$ cat config.mk
export PLATFORM = sky130hd
export DESIGN_NAME = rx_data_field_tracker
export DESIGN_NICKNAME = d
export VERILOG_FILES = /design/src/rtl/rx_data_field_tracker_pkg.sv /design/src/rtl/rx_keep_mask_gen.sv /design/src/rtl/rx_data_field_tracker.sv
export SDC_FILE = /design/constraint.sdc
export NUM_CORES = 1
export LEC_CHECK = 0
export CORE_MARGIN = 2
export CORE_UTILIZATION = 45
export DETAILED_ROUTE_END_ITERATION = 6
export PLACE_DENSITY = 0.7
export SYNTH_ARGS = -nofsm -noshare
export SYNTH_HDL_FRONTEND = slang
export SYNTH_SLANG_ARGS = --single-unit
$ cat constraint.sdc
create_clock -name rxclk -period 3.4 [get_ports rxclk]
set_input_delay 0.34 -clock rxclk [delete_from_list [all_inputs] [get_ports rxclk]]
set_output_delay 0.34 -clock rxclk [all_outputs]
set_load 0.01 [all_outputs]
$ cat src/rtl/rx_data_field_tracker_pkg.sv
// Shared types and constants for the receive data-field tracker.
// FSM encodings, byte geometry of a data word and the FCS-spill helper.
package rx_data_field_tracker_pkg;

  typedef enum logic [1:0] {
    ST_IDLE  = 2'd0,
    ST_TRACK = 2'd1,
    ST_DONE  = 2'd2
  } state_t;

  localparam int FCS_BYTES  = 4;
  localparam int WORD_BYTES = 8;

  // True when the FCS following the data-field tail no longer fits in the same word.
  function automatic logic fcs_spills(input logic [2:0] bytes_more);
    return (int'(bytes_more) + FCS_BYTES) > WORD_BYTES;
  endfunction

endpackage

$ cat src/rtl/rx_keep_mask_gen.sv
// Partial byte-keep mask for the last true-data word: the low i_rem bytes are kept.
// Purely combinational, no backpressure.
module rx_keep_mask_gen
  import rx_data_field_tracker_pkg::*;
(
  input  logic [2:0]            i_rem,
  output logic [WORD_BYTES-1:0] o_mask
);

  assign o_mask = (8'h01 << i_rem) - 8'h01;

endmodule

$ cat src/rtl/rx_data_field_tracker.sv
// Walks data-field words after L/T decode, emitting per-word byte-keep (pad/FCS stripped) and length checks.
// Outputs are registered one cycle after each word; the word stream cannot be stalled, so there is no backpressure.
module rx_data_field_tracker
  import rx_data_field_tracker_pkg::*;
#(
  parameter int CNT_W = 13
) (
  input  logic             rxclk,
  input  logic             reset,
  input  logic             lt_valid,
  input  logic [CNT_W-1:0] integer_cnt,
  input  logic [2:0]       bits_more,
  input  logic [CNT_W-1:0] small_integer_cnt,
  input  logic [2:0]       small_bits_more,
  input  logic             small_frame,
  input  logic             len_invalid,
  input  logic             word_valid,
  input  logic             frame_end,
  output logic             keep_valid,
  output logic [7:0]       data_keep,
  output logic             field_end,
  output logic             frame_done,
  output logic             len_error,
  output logic             abort_frame,
  output logic [CNT_W-1:0] pad_word_cnt
);

  state_t           r_state;
  logic [CNT_W-1:0] r_true_words;
  logic [2:0]       r_true_rem;
  logic [CNT_W:0]   r_last_idx;
  logic             r_inval;
  logic             r_small;
  logic [CNT_W-1:0] r_widx;

  logic [WORD_BYTES-1:0] w_rem_mask;
  logic                  w_sat;
  logic                  w_in_full;
  logic                  w_partial;
  logic                  w_last_full;
  logic                  w_empty;
  logic                  w_past_data;
  logic [7:0]            w_keep;
  logic                  w_field_end;
  logic                  w_at_last;
  logic [CNT_W:0]        w_next_last_idx;

  rx_keep_mask_gen u_mask (
    .i_rem  (r_true_rem),
    .o_mask (w_rem_mask)
  );

  assign w_sat       = &r_widx;
  assign w_in_full   = r_widx < r_true_words;
  assign w_partial   = (r_true_rem != 3'd0) && (r_widx == r_true_words);
  assign w_last_full = (r_true_rem == 3'd0) && (r_true_words != '0) &&
                       (r_widx == r_true_words - CNT_W'(1));
  // A frame with no true data still reports its field end on word 0.
  assign w_empty     = (r_true_rem == 3'd0) && (r_true_words == '0) && (r_widx == '0);
  assign w_past_data = !w_in_full && !w_partial && !w_empty;

  assign w_keep      = r_inval   ? 8'h00 :
                       w_in_full ? 8'hFF :
                       w_partial ? w_rem_mask : 8'h00;
  assign w_field_end = !r_inval && (w_partial || w_last_full || w_empty);
  assign w_at_last   = ({1'b0, r_widx} == r_last_idx);

  assign w_next_last_idx = {1'b0, integer_cnt} + {{CNT_W{1'b0}}, fcs_spills(bits_more)};

  always_ff @(posedge rxclk or negedge reset) begin
    if (!reset) begin
      r_state      <= ST_IDLE;
      r_true_words <= '0;
      r_true_rem   <= '0;
      r_last_idx   <= '0;
      r_inval      <= 1'b0;
      r_small      <= 1'b0;
      r_widx       <= '0;
      pad_word_cnt <= '0;
      keep_valid   <= 1'b0;
      data_keep    <= 8'h00;
      field_end    <= 1'b0;
      frame_done   <= 1'b0;
      len_error    <= 1'b0;
      abort_frame  <= 1'b0;
    end else begin
      keep_valid  <= 1'b0;
      data_keep   <= 8'h00;
      field_end   <= 1'b0;
      frame_done  <= 1'b0;
      len_error   <= 1'b0;
      abort_frame <= 1'b0;

      if (lt_valid) begin
        // A new L/T decode closes out whatever frame was still open as a length error.
        if (r_state != ST_IDLE) begin
          frame_done  <= 1'b1;
          len_error   <= 1'b1;
          abort_frame <= r_inval;
        end
        r_true_words <= small_integer_cnt;
        r_true_rem   <= small_bits_more;
        r_last_idx   <= w_next_last_idx;
        r_inval      <= len_invalid;
        r_small      <= small_frame;
        r_widx       <= '0;
        pad_word_cnt <= '0;
        r_state      <= ST_TRACK;
      end else begin
        case (r_state)
          ST_TRACK: begin
            if (word_valid) begin
              keep_valid <= 1'b1;
              data_keep  <= w_keep;
              field_end  <= w_field_end;
              if (!w_sat) begin
                r_widx <= r_widx + CNT_W'(1);
              end
              if (r_small && !r_inval && w_past_data) begin
                pad_word_cnt <= pad_word_cnt + CNT_W'(1);
              end
              if (frame_end) begin
                frame_done  <= 1'b1;
                len_error   <= !w_at_last || w_sat;
                abort_frame <= r_inval;
                r_state     <= ST_DONE;
              end
            end
          end
          ST_DONE: r_state <= ST_IDLE;
          default: r_state <= ST_IDLE;
        endcase
      end
    end
  end

endmodule
### Word level (Yosys, flattened, before mapping)

Index checks and enable logic that the tools add are counted.

* register bits after elaboration: 73
* bits of input ports: 39
* output and inout port bits: 26
* logic and storage cells: 99

* $add $sub $neg: 6
* $lt $le $gt $ge: 2
* equality and inequality tests: 7
* shift operators: 1
* multiplexer cells: 38
* reductions and logical operators: 31

Operators by type and width (number)
* $mux W13: 8
* $mux W8: 6
* $add A13 B1 Y13 const B: 2
* $eq A13 B13 Y1: 2
* $logic_not A13 Y1: 2
* $mux W1: 20
* $add A13 B1 Y14: 1
* $eq A13 B14 Y1: 1
* $lt A13 B13 Y1: 1
* $reduce_and A13 Y1: 1
* $reduce_bool A13 Y1: 1
* $sub A13 B1 Y13 const B: 1
* $logic_and A1 B1 Y1: 10
* $mux W2: 4
* $reduce_bool A2 Y1: 4
* $shl A1 B3 Y8 const A: 1
* $sub A8 B1 Y8 const B: 1
* $ne A3 B3 Y1 const B: 2
* $reduce_and A3 Y1: 2
* $logic_not A1 Y1: 5
* $add A3 B3 Y4 const B: 1
* $gt A4 B4 Y1 const B: 1
* $logic_not A3 Y1: 1
* $logic_or A1 B1 Y1: 3
* 4 further kinds: 4

### Logic depth before layout (Yosys ltp)

* depth in word-level cells: 10
* depth in mapped cells: 11
* depth with buffers taken out: 8

### By module

From an unflattened synthesis, not the netlist that was laid out.

* cell total of the unflattened synthesis: 477
* area, all modules: 4448.0 um^2

By module, submodules not included
* rx_data_field_tracker: instances 1, cells each 468, area an instance 4390.5 um^2, seq. area each 1826.8 um^2
* rx_keep_mask_gen: instances 1, cells each 9, area an instance 57.6 um^2, seq. area each 0.0 um^2

### Least setup slack after synthesis

Ideal clock, no wire load.

* kind: register -> register
* start point: register r_widx[1]
* end point: register data_keep[1]
* library setup time: 0.095 ns
* arrival: 2.271 ns
* required time: 3.305 ns
* path slack: 1.033 ns
* stages on the path, launching flop included: 10
* buffers on the path: 2
* period minus slack after synthesis: 2.367 ns
* cells stage by stage: dfrtp_1 -> ha_1 -> nor2b_1 -> o21bai_1 -> a311oi_1 -> a2111oi_2 -> buf_2 -> buf_4 -> nand2_1 -> o31ai_1

* longest elaborated chain between the ends: 8
* elaborated cells on any way between the ends: 9
* those cells by class: 1 x order compare; 1 x eq/ne; 6 x mux; 1 x reduce/logical

Ends and longest elaborated chain
* start, declared: RTL line rx_data_field_tracker.sv:34 `logic [CNT_W-1:0] r_widx;`
* start signal, assigned: RTL line rx_data_field_tracker.sv:117 `r_widx <= r_widx + CNT_W'(1);`
* branches (longest 3 deep; another with $lt A13 B13 Y1)
* $mux W8 *: RTL line rx_data_field_tracker.sv:63 `w_in_full ? 8'hFF :`
* $mux W8 *: RTL line rx_data_field_tracker.sv:62 `assign w_keep = r_inval ? 8'h00 :`
* $mux W8 *: RTL line rx_data_field_tracker.sv:112 `if (word_valid) begin`
* $mux W8 *: RTL line rx_data_field_tracker.sv:110 `case (r_state)`
* $mux W8 *: RTL line rx_data_field_tracker.sv:94 `if (lt_valid) begin`
* end signal, assigned: RTL line rx_data_field_tracker.sv:114 `data_keep <= w_keep;`
* end, declared: RTL line rx_data_field_tracker.sv:20 `output logic [7:0] data_keep,`

Every way passes the cells marked *.
A chain may end at the register's enable or synchronous reset.

### Worst setup path after layout

* start point: register r_widx[3]
* end point: register pad_word_cnt[8]

* longest elaborated chain between the ends: 8
* elaborated cells on any way between the ends: 13
* those cells by class: 1 x order compare; 1 x eq/ne; 11 x reduce/logical

Ends and longest elaborated chain
* branches (longest 4 deep; another with $lt A13 B13 Y1)
* $logic_and A1 B1 Y1 *: RTL line rx_data_field_tracker.sv:60 `assign w_past_data = !w_in_full && !w_partial && !w_empty;`
* $logic_and A1 B1 Y1 *: RTL line rx_data_field_tracker.sv:119 `if (r_small && !r_inval && w_past_data) begin`
* $reduce_bool A2 Y1 (no source line) *
* $reduce_and A3 Y1 (no source line) *
* end signal, assigned: RTL line rx_data_field_tracker.sv:120 `pad_word_cnt <= pad_word_cnt + CNT_W'(1);`
* end, declared: RTL line rx_data_field_tracker.sv:25 `output logic [CNT_W-1:0] pad_word_cnt`

Marks and branches as above.

==> flow_summary.ini <==
[run_status]
outcome = finished clean

[cells_and_area]
final_nets = 598
design_area_mm2 = 0.005403
final_cell_mix = 73 x dfrtp_1, 62 x clkdlybuf4s50_1, 39 x nor2_1
multi_input_area_mm2 = 0.002367
utilization = 0.5605
mostFrequentLayoutCell = dfrtp_1
drive_gt1_frac = 0.09743
seq_area_mm2 = 0.001827
synthToLayoutAreaGrowth_pct = 22.32
n_antenna_cell = 0
fillCellCount = 885

[floorplanning]
die_w_um = 103.1
die-height_um = 103.1
ios = 65
rows = 36
core_area_mm2 = 0.009639
start_util = 0.4582
die_area_mm2 = 0.01062

[synthesis]
yosys_warnings = 0
ys_ff_latch = 73
synth_cell_type_count = 62
syn_avg_cell_area_um2 = 9.163
syn_nets = 541
syn_inst = 482
yosysSeqAreaShare = 0.4136
synth_edf_count = 0
netlist.area_leader.share = 0.4136
synth_largest_area_cell = dfrtp_1
synth-async-reset-ratio = 1.000
synth_flop_cell = dfrtp_1
synth_area_leaders = dfrtp_1 41%, ha_1 5.7%, xnor2_1 4.8%
synth_area_mm2 = 0.004417

[hold_path]
hold_class = in2reg
whs_path_depth = 2
min-delay-start = lt_valid
min_to = pad_word_cnt[4]

[timing]
maxSlewViolCount = 0
setup_ws_ns = 0.5334
setup_viol_count_final = 0
slew_headroom = 0.4345
tightest_slew_ns = 0.8458
finalCritPeriodShare = 0.8431
min_period_ns = 2.867
finalClockSkew_ns = 0.009436
finalHoldViolations = 0
fmax_ghz = 0.3488
tns_ns = 0
rsz0062_at_grt = false

[clock_tree]
clk_pin_slew_ns = 0.08
cts_tree = built
cts-buffers-inserted = 9
numClockSinks = 73
clk_latency_ns = 0.36
cts_root_buffer = clkbuf_8
clock_path_buffers = 2
h-tree-depth = 3

[power_and_ir_drop]
p_leak_nw = 2.273
ir_drop_mv = 0.2221
power_density_mw_per_mm2 = 398.8
total_power_mw = 2.154

[critical_path]
worstReg2RegStart = r_widx[3]
cp-start-kind = flop
cp.required_ns = 3.68
crit_arrival_ns = 3.15
rr_worst_depth = 8
r2r_slack_ns = 0.53
worstSetupPathType = reg2reg
path_max_fanout = 27
r2r_end = pad_word_cnt[8]
critical_path.endpoint_type = flop

[routing]
firstDrtPassIters = 4
drc = 0
vias_per_cell = 5.468
vias = 3702
post_drt_wl_per_cell_um = 15.39
totalWireLength_um = 10420
drtIter0Drc = 183
ant_nets = 0

[place]
preCtsSetupSlack_ns = 0.5161
dp_hpwl_um = 7598
placed_cell_area_mm2 = 0.005141
routabilityCongestion = 0.8897
portBuffers = 64

[run]
maxCapViolations = 0

[grt]
grt-ovfl-total = 0
grt_pass1_wl_um = 17310
grt_usage = 0.2083
grt_pass1_vias = 3539
grt_max_degree = 63
antenna_found_initial = 0
## worst max path at each step
stage | cells after the start | start | slack [ns] | to
2_1_floorplan | 9 | r_widx[1] | 1.03 | data_keep[1]
6_report | 8 | r_widx[3] | 0.53 | pad_word_cnt[8]
3_3_place_gp | 6 | word_valid | 0.59 | pad_word_cnt[8]
5_1_grt | 8 | r_widx[4] | 0.41 | pad_word_cnt[8]
4_1_cts | 8 | r_widx[3] | 0.53 | pad_word_cnt[8]
3_5_place_dp | 6 | word_valid | 0.52 | pad_word_cnt[3]
## synth_stat cells (all sizes together) (3+ instances only)
cell    instances
dfrtp          73
xnor2          24
nand3          27
xor2           23
inv            22
ha             20
clkbuf         18
nand2          37
mux2            7
nor3           10
nand4          17
a31oi           3
nor2b           7
buf            10
and2            5
o21ai          27
or4            11
a21oi          37
o31ai          11
and3           14
nor2           39
nor4            6
## sequential cells by signal (all words and copies together) (netlist names)
register	cells
keep_valid	1
data_keep	8
len_error	1
r_inval	1
r_true_words	13
r_state	2
frame_done	1
r_true_rem	3
abort_frame	1
r_widx	13
r_small	1
field_end	1
r_last_idx	14
pad_word_cnt	13
## routing by layer
| layer | routed length, µm | global-route usage |
|---|---|---|
| met3 | 372 | 0.02915 |
| met2 | 5026 | 0.3427 |
| met1 | 4800 | 0.2794 |
| met5 | 0 | 0 |
| met4 | 217 | 0.07996 |
## what timing repair did
| item | in CTS | in global routing |
|---|---|---|
| hold buffers | 1 | 0 |
| endpoints found under the hold margin | 6 | 0 |
| resized for setup | 0 | 0 |
| setup buffers | 0 | 0 |
## logic make-up after synthesis
group	synth area share
XOR/XNOR	0.09320
multiplexers	0.02011
buffers and inverters	0.05326
adder cells (fa/ha/maj)	0.05666
AND/OR/NAND/NOR	0.2269
AO/OA/AOI/OAI	0.1363
flip-flops	0.4136
## stage by stage
step / std cells / hold slack (ns)
after global placement: 660 / 0.3820
final: 677 / 0.4807
after CTS: 677 / 0.4836
after detailed placement: 660 / 0.3887
after floorplan: 482 / 0.04441
after global routing: 677 / 0.5284
## power by group
group / switching, mW / internal [mW] / leakage (nW)
clock network: 0.355 / 0.510 / 0.119
registers: 0.0501 / 0.916 / 0.935
logic: 0.171 / 0.153 / 1.22
total: 0.576 / 1.58 / 2.27
## final cells by class
cell class,count,area share
clock buffer,10,0.02547
clock inverter,6,0.02107
inverter,22,0.01528
multi-input combinational,359,0.4382
sequential,73,0.3381
tap,133,0.03080
timing repair buffer,74,0.1311
## worst max-delay path, stage by stage, from the launching register on
cell and delay [ns]:
dfrtp_1 0.50, ha_1 0.34, nand3_1 0.10, o21bai_1 0.17, a311oi_1 0.45, a2111oi_4 0.11, buf_4 0.24, or4_2 0.68
a21oi_1 0.18
No activity file was read; power rests on OpenSTA's default activity.
